==> src/rtl/mem_bus_arbiter.sv <==
// Two-requester (instruction fetch / load-store data) arbiter for the shared memory bus.
// Define MEM_ARB_RR_EN for round-robin priority; default is fixed data-over-instruction.
module mem_bus_arbiter #(
   parameter int ADDR_W = 32,
   parameter int DATA_W = 32
) (
   input  logic              CLK,
   input  logic              nRST,
   input  logic              i_ren,
   input  logic [ADDR_W-1:0] i_addr,
   output logic              i_busy,
   input  logic              d_ren,
   input  logic              d_wen,
   input  logic [ADDR_W-1:0] d_addr,
   input  logic [DATA_W-1:0] d_wdata,
   input  logic [3:0]        d_byte_en,
   output logic              d_busy,
   output logic [DATA_W-1:0] rdata,
   output logic              out_ren,
   output logic              out_wen,
   output logic [ADDR_W-1:0] out_addr,
   output logic [DATA_W-1:0] out_wdata,
   output logic [3:0]        out_byte_en,
   input  logic [DATA_W-1:0] out_rdata,
   input  logic              out_busy,
   output logic              grant_d
);

   typedef enum logic [1:0] {IDLE, GNT_I, GNT_D} state_t;

   state_t state;
   logic   cand_i, cand_d, pick_i, pick_d, arb_en;

`ifdef MEM_ARB_RR_EN
   logic   last_served;   // 0 = instruction served last, 1 = data served last
`endif

   // The owner that is completing this cycle is masked so the other side gets the next slot.
   always_comb begin
      cand_d = (d_ren || d_wen) && (state != GNT_D);
      cand_i = i_ren && (state != GNT_I);
      arb_en = (state == IDLE) || !out_busy;
`ifdef MEM_ARB_RR_EN
      pick_d = cand_d && (!cand_i || !last_served);
`else
      pick_d = cand_d;
`endif
      pick_i = cand_i && !pick_d;
   end

   assign i_busy = !((state == GNT_I) && !out_busy);
   assign d_busy = !((state == GNT_D) && !out_busy);
   assign rdata  = out_rdata;

   always_ff @(posedge CLK or negedge nRST) begin
      if (!nRST) begin
         state       <= IDLE;
         out_ren     <= 1'b0;
         out_wen     <= 1'b0;
         out_addr    <= '0;
         out_wdata   <= '0;
         out_byte_en <= 4'b0000;
         grant_d     <= 1'b0;
      end else if (arb_en) begin
         if (pick_d) begin
            state       <= GNT_D;
            out_wen     <= d_wen;
            out_ren     <= d_ren && !d_wen;
            out_addr    <= d_addr;
            out_wdata   <= d_wdata;
            out_byte_en <= d_byte_en;
            grant_d     <= 1'b1;
         end else if (pick_i) begin
            state       <= GNT_I;
            out_wen     <= 1'b0;
            out_ren     <= 1'b1;
            out_addr    <= i_addr;
            out_wdata   <= '0;
            out_byte_en <= 4'b1111;
            grant_d     <= 1'b0;
         end else begin
            // Back to IDLE: drop the strobes so the bridge sees no further transaction.
            state   <= IDLE;
            out_ren <= 1'b0;
            out_wen <= 1'b0;
            grant_d <= 1'b0;
         end
      end
   end

`ifdef MEM_ARB_RR_EN
   always_ff @(posedge CLK or negedge nRST) begin
      if (!nRST)
         last_served <= 1'b0;
      else if ((state != IDLE) && !out_busy)
         last_served <= (state == GNT_D);
   end
`endif

endmodule

==> config.mk <==
export PLATFORM = sky130hd
export DESIGN_NAME = mem_bus_arbiter
export DESIGN_NICKNAME = d
export VERILOG_FILES = /design/src/rtl/mem_bus_arbiter.sv
export SDC_FILE = /design/constraint.sdc
export NUM_CORES = 1
export LEC_CHECK = 0
export BUFFER_PORTS_ARGS = -buffer_cell sky130_fd_sc_hd__buf_2
export CORE_MARGIN = 5
export CORE_UTILIZATION = 42
export CTS_BUF_LIST = sky130_fd_sc_hd__clkbuf_16
export CTS_CLUSTER_DIAMETER = 100
export CTS_CLUSTER_SIZE = 24
export DETAILED_ROUTE_END_ITERATION = 10
export PLACE_DENSITY = 0.8
export SYNTH_ARGS = -nofsm -noshare
export SYNTH_HDL_FRONTEND = slang
export SYNTH_SLANG_ARGS = --single-unit
export TNS_END_PERCENT = 30
==> constraint.sdc <==
create_clock -name CLK -period 1.6 [get_ports CLK]
set_input_delay 0.08 -clock CLK [delete_from_list [all_inputs] [get_ports CLK]]
set_output_delay 0.08 -clock CLK [all_outputs]
set_load 0.01 [all_outputs]
==> results summary, run 1 <==
The run finished with clean final reports. The final-layout fill cell count is 670. Data on the critical path arrives at its endpoint at 1.75 ns. The synthesis-to-finish area growth came out at 39.99%. The floorplan step defined a die boundary enclosing 10460 um2. The maximum number of pins on one net before global-route repair is 65. Walking the worst path, the cells encountered are mux2i_4, a22oi_4, buf_12, a22o_1. At the end of the flow the core is filled with cells to 60.62%. For this run, the leading register cell type out of synthesis is dfrtp_1. The number of buffers on the longest clock path came out at 2. Setup repair after global routing could not meet its margin everywhere. The wire length per cell came out at 19.21 um. The level count of the clock H-tree came out at 3. The number of max-cap violations is 0. Before antenna repair, the detailed router went through 5 iterations. The initial cell density of the core came out at 43.30%.

The transition time at the pin with the least slew margin came out at 0.5086 ns. The clock tree skew after final layout is 0.008603 ns. The number of nets handed over by synthesis was 469.

In the post-synthesis netlist, the cell with the most instances is dfrtp_1. The worst-path cell with the longest stage delay is dfrtp_2. Pin placement for this block handled 243 I/O pins.

The relative slew slack came out at 66.10%. The post-CTS clock slew at the launch and capture registers of the worst setup and hold paths is 0.06 ns. Of the cells placed in the final design, the portion with a size suffix greater than 1 is 44.31%. The maximum resistive drop on vdd is 0.9620 mV. The via count of the first global-routing pass is 3480. Detailed placement finished with a half-perimeter wire length of 7974 um. The total grt overflow came out at 0. The path class of the lowest-slack min-delay path is in2reg. After detailed routing, the number of remaining DRC violations is 0. Yosys printed 0 warnings. The leakage power summed over all cells came out at 2.365 nW.

The share of the clock period used by the worst path after layout came out at 96.74%. The power density over cell area is 1885 nW/um2. TritonCTS built the clock tree. The minimum setup slack after placement came out at -0.04112 ns.

The internal power is 5.815 mW. The sort of element at the end of the critical path is a flip-flop. The starting DRC count in detailed routing came out at 192. The largest total area in the synthesized netlist belongs to dfrtp_1. The number of buffers inserted by port buffering came out at 178. Yosys mapped a number of flops with a built-in enable equal to 0. The detail route stage leaves a number of antenna-violating nets equal to 0. The core footprint came out at 8258 um2. In the post-synthesis netlist, the biggest area contributors are dfrtp_1 50%, a221oi_1 7.8%, a22o_1 7.8%. The number of clock sinks is 72.

The global-route wire length before repair is 17920 um. Averaged over all synthesized cells, the footprint is 10.80 um2. Ranked by instance count, the synthesized netlist is headed by 72 x dfrtp_1, 33 x buf_4.

Row generation in the floorplan step produced 33 rows. Routability-driven placement finished with a final weighted congestion of 0.7987. The final layout contains 634 nets. The sequential share of power is 34.0%.

The achievable clock frequency came out at 646.1 MHz. The tree is rooted in a clkbuf_16. In this design, the stage delay of the slowest critical-path cell is 0.48 ns. The count of state elements after synthesis is 72. The clock period minus worst slack is 1.548 ns.

The cell count after synthesis is 331. The die span in x came out at 102.3 um. Once placement finished, the instance area stood at 4365 um2. Combinational logic burns 44.4% of the power. Counting flops with an async set or reset pin after synthesis yields a share of 100.0%. Global routing used 21.61% of the available tracks across all layers. The max-slew violation total from the final report came out at 0. The floorplan step set the die height to 102.3 um. The worst hold slack after final layout is 0.01067 ns. The worst setup path is of the reg2reg kind. The summed area of non-filler cells in the final layout is 5006 um2.

The final worst-path setup slack is 0.05223 ns. The unique cell type count in the Yosys netlist came out at 31. The maximum net fanout on the critical path is 32. The number of antenna violations at the first check in global routing is 0.

Net switching is 38.39% of the power. The portion of total power attributed to the clock network came out at 21.6%. The via-per-instance ratio came out at 5.823. The insertion delay of the later-clocked pin in the worst-skew pair came out at 0.32 ns. The worst setup path is launched from a flip-flop. The number of endpoints with negative hold slack in the final report is 0. The number of antenna diodes in the final layout is 0. The proportion of synthesized chip area in sequential cells is 50.38%. Summed over all layers, the routed wires come to 11640 um. The data required time at the worst endpoint came out at 1.80 ns. The mapped netlist covers 3576 um2. The total net switching power is 3.623 mW. In this run, CTS created clock tree buffers numbering 9. The top cell type's share of synthesized area is 50.38%. The total via count in the routed design is 3529.

The number of failing setup endpoints in the final timing report is 0.
[through the flow]
step           std cells  power, mW  setup TNS [ns]
6_report             606      9.439               0
5_1_grt              606      10.02        -0.06532
4_1_cts              605      9.416               0
3_5_place_dp         559      7.275         -0.5143
3_3_place_gp         559      7.142               0
2_1_floorplan        331      5.587               0
[placed cells by master (no fill, tap or decap), types with 7 or more instances in the layout]
| master | Yosys | layout |
|---|---|---|
| a221oi_1 | 32 | 32 |
| a31oi_1 | 32 | 32 |
| dfrtp_1 | 72 | 70 |
| buf_12 | 0 | 8 |
| nand3_1 | 32 | 32 |
| clkbuf_16 | 0 | 9 |
| buf_4 | 33 | 7 |
| a22o_1 | 32 | 32 |
| dlygate4sd3_1 | 0 | 30 |
| buf_2 | 14 | 177 |
| o21ai_0 | 32 | 32 |
[final timing paths]
check | from | end | slack (ns) | depth (start not counted)
max | grant_d$_DFFE_PN0P_ | out_wdata[11]$_DFFE_PN0P_ | 0.05 | 4
max in group asynchronous | nRST | out_wdata[28]$_DFFE_PN0P_ | 0.75 | 3
min in group asynchronous | nRST | out_wdata[29]$_DFFE_PN0P_ | 0.27 | 2
min reg2reg | out_wdata[19]$_DFFE_PN0P_ | out_wdata[19]$_DFFE_PN0P_ | 0.50 | 1
max reg2reg | grant_d$_DFFE_PN0P_ | out_wdata[11]$_DFFE_PN0P_ | 0.05 | 4
min | d_wdata[28] | out_wdata[28]$_DFFE_PN0P_ | 0.01 | 2
[area by class of cell]
cell class	instances	area, um2	share of cell area (%)
Sequential cell	72	1804	36.04
Timing Repair Buffer	225	1433	28.62
Multi-Input combinational cell	188	1334	26.64
Clock buffer	9	225.2	4.499
Tap cell	105	131.4	2.624
Clock inverter	7	78.83	1.575
[power by group through the flow]
stage / registers (mW) / clock network (mW) / logic [mW]
after CTS: 3.19 / 2.06 / 4.16
after detailed placement: 3.20 / 0 / 4.08
final: 3.21 / 2.04 / 4.19
after global placement: 3.19 / 0 / 3.95
after floorplan: 3.53 / 0 / 2.06
after global routing: 3.31 / 2.17 / 4.54
[critical path, delay by kind of cell (launching register included)]
kind | cells | cell delay (ns)
DFF | 1 | 0.48
muxes | 1 | 0.38
AOI/OAI and AO/OA | 2 | 0.37
buffers and inverters | 1 | 0.19
[flip-flops by register name, summed over array words and instances, names as in the netlist]
register,flops
out_byte_en,4
out_wen,1
state,1
out_addr,32
out_wdata,32
grant_d,1
out_ren,1
[kinds of logic after synthesis]
group           share of synthesized area [%]
compound gates                          28.80
simple gates                            6.788
flops                                   50.38
buf+inv                                 12.46
mux                                     1.574
[timing repair]
item / in CTS / in global routing
gates resized for setup: 4 / 6
buffers inserted: 0 / 1
endpoints found under the hold margin: 66 / 0
hold buffers: 30 / 0
endpoints found under the setup margin: 67 / 66
pin swaps: 0 / 1
[routing by layer]
layer | vias to the layer above | routed length (um) | global-route usage (%)
met1 | 1706 | 4728 | 28.57
li1 | 1582 | - | -
met3 | 13 | 1377 | 6.485
met2 | 228 | 5387 | 34.63
met5 | - | 0 | 0
met4 | 0 | 146 | 5.954
Power figures use the tool's default switching activity.
==> run 2, diff against run 1 <==
--- a/config.mk
+++ b/config.mk
@@ -13,5 +13,7 @@
 export CTS_CLUSTER_SIZE = 24
 export DETAILED_ROUTE_END_ITERATION = 10
+export HOLD_SLACK_MARGIN = 0.06
 export PLACE_DENSITY = 0.8
+export RECOVER_POWER = 100
 export SYNTH_ARGS = -nofsm -noshare
 export SYNTH_HDL_FRONTEND = slang
==> constraint.sdc (replaced) <==
create_clock -name CLK -period 1.6 [get_ports CLK]
set_input_delay 0.08 -clock CLK [delete_from_list [all_inputs] [get_ports CLK]]
set_output_delay 0.08 -clock CLK [all_outputs]
set_load 0.1 [all_outputs]
==> run 2 against run 1 <==
The run now ends with setup timing left. First-iteration DRC count up 73%. Clock-buffer cell count did not move. Utilization up 8.7 points. Critical path depth is 2 higher. Register-to-register slack got worse by 0.06 ns. Clock skew grew 0.0018 ns. Via count increased by 14%. Sequential share of layout area is 4.5 points lower. Final cell count grew 11%. Fmax down 3.5%. Die area unchanged. Worst setup slack lost 0.055 ns. Critical path type unchanged.
==> results summary, run 2 (same netlist as run 1, synthesis figures left out) <==
The via-per-instance ratio came out at 5.999. The maximum number of pins on one net before global-route repair came out at 73. The die is 102.3 um tall. For the worst setup path, the data required time is 1.79 ns.

The insertion delay of the later-clocked pin in the worst-skew pair came out at 0.32 ns. Clock-pin slew was measured on the worst setup and hold paths at 0.06 ns. The run finished, with violations left. The number of failing setup endpoints in the final timing report is 1. The root buffer cell chosen for the clock tree is clkbuf_16. The CTS buffer count came out at 9. The type of the worst setup path is reg2reg. The first global-routing pass estimated 21380 um of wire. The number of endpoints with negative hold slack in the final report came out at 0. The number of antenna violations at the first check in global routing came out at 0.

The area of the die came out at 10460 um2. The die is 102.3 um wide. The clock period minus worst slack came out at 1.603 ns. The via count of the first global-routing pass came to 4156. The final-layout fill cell count is 559. The maximum net fanout on the critical path is 32. The synthesis-to-finish area growth is 60.01%. The number of optimization iterations in the first detailed-route pass is 5.

The row count came out at 33. The path class of the lowest-slack min-delay path is in2reg. The number of buffers on the longest clock path is 2. The total wire length after detailed routing came out at 13800 um. Setup repair after global routing could not meet its margin everywhere. The number of max-cap violations came out at 0.

The initial cell density of the core is 43.30%. The number of clock sinks is 72. The share of the clock period used by the worst path after layout came out at 100.2%. For the pin with the worst max-slew slack, the measured transition is 0.9498 ns.

The number of buffers inserted by port buffering came out at 178. The worst setup path is launched from a flip-flop. The total via count in the routed design is 4031. The multi-input gate area in the final layout came out at 1383 um2. The summed area of non-filler cells in the final layout is 5722 um2. The detail route stage leaves a number of antenna-violating nets equal to 0.

The worst hold slack after final layout came out at 0.06173 ns. The core footprint came out at 8258 um2. During I/O placement, the number of pins put on the boundary was 243. The sort of element at the end of the critical path is a flip-flop. Cells with a size suffix above 1 make up 41.17% of the layout. Summing all placed instances gives a cell area of 4423 um2. Across every metal layer, demand over resource in global routing totals 25.96%. The final total negative setup slack is -0.003145 ns. The post-detailed-route DRC marker count came out at 0. The max-slew violation total from the final report is 0. For the final database, setup skew stands at 0.01043 ns.

The relative slew slack is 36.68%. The starting DRC count in detailed routing came out at 332. The estimated wirelength of the detail-placed design came out at 7825 um. The total grt overflow came out at 0. The sequential standard cell area is 1807 um2. Dividing the detail-routed wire length by the instance count gives 20.53 um. The level count of the clock H-tree came out at 3. In the final layout, the registers with the most flip-flops are out_addr (32), out_wdata (32), out_byte_en (4). Based on the critical path, the design can be clocked at up to 623.8 MHz. The checks that failed: setup timing. The routability-driven placement congestion ratio came out at 0.8618. TritonCTS built the clock tree.

The net count of the finished layout is 700. The arrival time reported for the critical path endpoint is 1.79 ns. The final worst-path setup slack is -0.003145 ns. Before CTS, the worst setup slack after placement is -0.04388 ns. The commonest non-fill, non-tap cell in the layout is buf_2.

In the layout the commonest cells are 110 x buf_2, 89 x dlygate4sd3_1, 70 x dfrtp_1.
## run 2: worst max-delay path: stages (launching register included)
cell	delay, ns
dfrtp_4	0.51
buf_6	0.14
mux2i_4	0.18
buf_12	0.17
a22oi_4	0.08
buf_12	0.19
a22o_1	0.21
## run 2: final timing paths
check	from	endpoint	slack (ns)	depth (start not counted)
hold / removal	i_addr[3]	out_addr[3]$_DFFE_PN0P_	0.06	3
max in group asynchronous	nRST	grant_d$_DFFE_PN0P_	0.33	3
setup reg to reg	grant_d$_DFFE_PN0P_	out_wdata[27]$_DFFE_PN0P_	-0.003	6
hold reg to reg	out_wdata[7]$_DFFE_PN0P_	out_wdata[7]$_DFFE_PN0P_	0.50	1
min in group asynchronous	nRST	out_ren$_DFFE_PN0P_	0.58	3
setup / recovery	grant_d$_DFFE_PN0P_	out_wdata[27]$_DFFE_PN0P_	-0.003	6
## run 2: cell type report
| class | count | share of cell area [%] |
|---|---|---|
| clock inverters | 6 | 0.9622 |
| diodes | 1 | 0.04373 |
| repair buffers | 291 | 37.02 |
| flip-flops and latches | 72 | 31.58 |
| clock buffers | 9 | 3.936 |
| multi-input cells | 188 | 24.16 |
| well taps | 105 | 2.296 |
## run 2: stage by stage
| stage | util, % | instances |
|---|---|---|
| 6_report | 69.29 | 672 |
| 5_1_grt | 69.26 | 671 |
| 3_5_place_dp | 53.56 | 561 |
| 4_1_cts | 68.47 | 669 |
| 2_1_floorplan | - | 331 |
| 3_3_place_gp | 53.56 | 561 |
## run 2: metal layers
| layer | vias to the layer above | GRT usage, % | wire length, um |
|---|---|---|---|
| met3 | 46 | 9.761 | 1973 |
| li1 | 1724 | - | - |
| met2 | 398 | 42.63 | 6456 |
| met5 | - | 0 | 0 |
| met1 | 1863 | 31.13 | 5017 |
| met4 | 0 | 9.586 | 350 |
## run 2: timing repair
action                     4_1_cts  5_1_grt
setup endpoints to repair       52       61
resized for setup               11       12
hold endpoints to repair       140        0
pin swaps                        1        2
hold buffers                    89        0
buffers inserted                 4        2
Power of run 2 is not shown: default switching activity piles up to over one toggle a cycle in this logic, so the estimate is an artifact.
==> run 3, diff against run 2 <==
- CORE_MARGIN: 5 -> default
- PLACE_DENSITY: 0.8 -> default
- PLACE_DENSITY_LB_ADDON: default -> 0.3
==> run 3 against run 2 <==
The flow still finishes with violations (setup timing). Non-clock buffer count is 11 higher. Fmax is 1.7% lower. Final area is 0.85% higher. Sequential share of layout area is 0.27 points lower. Register-to-register slack better by 0.03 ns. Clock-buffer cell count stayed put. Highest routed layer unchanged.
==> results summary, run 3 (same netlist as run 1, synthesis figures left out) <==
The run finished, with violations left. The checks that failed: setup timing. OpenSTA, run right after detailed placement, puts the worst setup slack at -0.02240 ns. The cell at the root of the clock tree is clkbuf_16. The number of optimization iterations in the first detailed-route pass is 4. The via count of the first global-routing pass was 3903. The total wire length after detailed routing is 12550 um. The path class of the tightest hold or removal check is in2reg. The routed design could run at a clock period as short as 1.631 ns. The starting DRC count in detailed routing came out at 170.

The share of layout cells above drive strength 1 is 40.83%. Once detail routing completed, the nets flagged for antenna violations numbered 0. The initial utilization of the core area, before any placement, comes to 43.52%. The multi-input gate area in the final layout came out at 1375 um2.

Entering global routing, the biggest net connects 42 pins. The summed area of non-filler cells in the final layout came out at 5771 um2. The via-per-instance ratio is 5.753. The synthesis-to-finish area growth came out at 61.37%. The number of max-cap violations is 0. The die extent in y came out at 94.27 um. For the worst flop-to-flop path, the logic depth is 4. The worst setup path is captured at a primary output. After layout, the worst path uses 101.9% of the clock period. The worst register-to-register path begins at grant_d$_DFFE_PN0P_.

In the routed design, unresolved DRC markers number 0. The number of buffers on the longest clock path came out at 2. In this run the worst path has a maximum fanout of 5.

The relative slew slack is 47.57%. The max-slew violation total from the final report came out at 0. The number of endpoints with negative hold slack in the final report is 0.

The placed instances occupy a cell area of 4398 um2. The post-CTS clock slew at the launch and capture registers of the worst setup and hold paths came out at 0.06 ns. The transition time at the pin with the least slew margin is 0.7864 ns.

After detailed routing, the average wire length per cell comes to 18.38 um. CTS built an H-tree with a depth of 3. For the worst-skew pair, the clock arrives at the later sink with an insertion delay of 0.32 ns.

The library cell used most frequently in the layout, excluding fill and tap cells, is buf_2. The global-route wire length before repair is 19290 um. The number of nets in the final layout came out at 711. The achievable clock frequency is 613.2 MHz.

The most critical setup path has its startpoint at grant_d$_DFFE_PN0P_. The largest registers in the layout are out_addr (32), out_wdata (32), out_byte_en (4). The row count is 33.

Setup violations remaining at the end of the flow were counted as 1. The die covers 8887 um2. The detailed router placed 3929 vias in this run. The TritonCTS clock tree is done. The number of antenna violations at the first check in global routing came out at 0. Leaving out fill and tap cells, the most frequent cells in the layout are 105 x buf_2, 99 x dlygate4sd3_1, 73 x clkbuf_2.

The critical path is of the reg2out type. The worst setup path is launched from a flip-flop. The number of placed cells counting well taps is 564. The aggregate global-route resource usage came out at 28.12%.

The floorplan step defined a core boundary enclosing 8217 um2. After filler insertion, the fill cell instance count of the layout stands at 567. The sequential standard cell area came out at 1807 um2.

The clock net in this run drives a total of 72 sinks. The flop-to-flop setup slack is 0.03 ns. Port buffering added 178 buffers. At the end of routability-driven placement, the weighted congestion stood at 0.7424. The worst register-to-register path ends at out_wdata[31]$_DFFE_PN0P_.

The die span in x is 94.27 um. The final worst-path setup slack is -0.03068 ns. Setup repair after global routing could not meet its margin everywhere. The repair_antennas step left the layout with diodes totalling 0.

Following the worst setup path forward leads to its endpoint at i_busy. The CTS buffer count is 9. At the worst endpoint, the required time is 1.52 ns.

The clock tree skew after final layout came out at 0.005133 ns. The I/O pin count is 243. Once layout is complete, the cells apart from fillers number 683. Data arrives at the worst endpoint at 1.55 ns. The total grt overflow is 0. The estimated wirelength of the detail-placed design came out at 7119 um. The worst hold slack after final layout is 0.06722 ns.
[run 3: layout make-up]
| class | instances | area share, % |
|---|---|---|
| multi-input cells | 188 | 23.83 |
| repair buffers | 302 | 37.47 |
| clock buffers | 9 | 3.903 |
| clock inverters | 7 | 1.214 |
| well taps | 105 | 2.277 |
| flip-flops and latches | 72 | 31.31 |
[run 3: worst min-delay path by stage]
| stage | start | endpoint | slack [ns] | depth (start not counted) |
|---|---|---|---|---|
| global route | d_addr[17] | out_addr[17]$_DFFE_PN0P_ | 0.07 | 3 |
| floorplan | nRST | out_addr[0]$_DFFE_PN0P_ | -0.22 | 0 |
| global placement | nRST | out_wdata[26]$_DFFE_PN0P_ | -0.02 | 1 |
| finish | i_addr[15] | out_addr[15]$_DFFE_PN0P_ | 0.07 | 3 |
| CTS | d_addr[17] | out_addr[17]$_DFFE_PN0P_ | 0.06 | 3 |
| detailed placement | nRST | out_wdata[26]$_DFFE_PN0P_ | -0.006 | 1 |
[run 3: layer usage]
layer / part of all wire [%] / GRT usage (%) / vias to the layer above
met2: 50 / 48.13 / 291
met5: 0 / 0 / -
met1: 38 / 33.66 / 1870
met4: 1.8 / 11.41 / 0
met3: 9.9 / 6.715 / 27
li1: - / - / 1741
[run 3: repair_timing]
item                                   in CTS  in global routing
gates cloned                                0                  1
endpoints found under the hold margin     141                  0
setup endpoints to repair                  46                 13
gates resized for setup                     8                 10
setup buffers                               3                  0
hold buffers                               99                  0
pin swaps                                   1                  1
[run 3: per-stage QoR]
stage	utilization [%]	setup TNS, ns
global placement	53.53	0
CTS	69.77	-0.01736
finish	70.23	-0.03068
floorplan	-	-8.074
detailed placement	53.53	-0.2205
global route	70.23	-0.7709
[run 3: critical path, cell delays in order (launching register included)]
cell and delay, ns:
dfrtp_4 0.52, buf_6 0.14, or3b_4 0.38, buf_12 0.18
Power of run 3 is left out for the same reason.
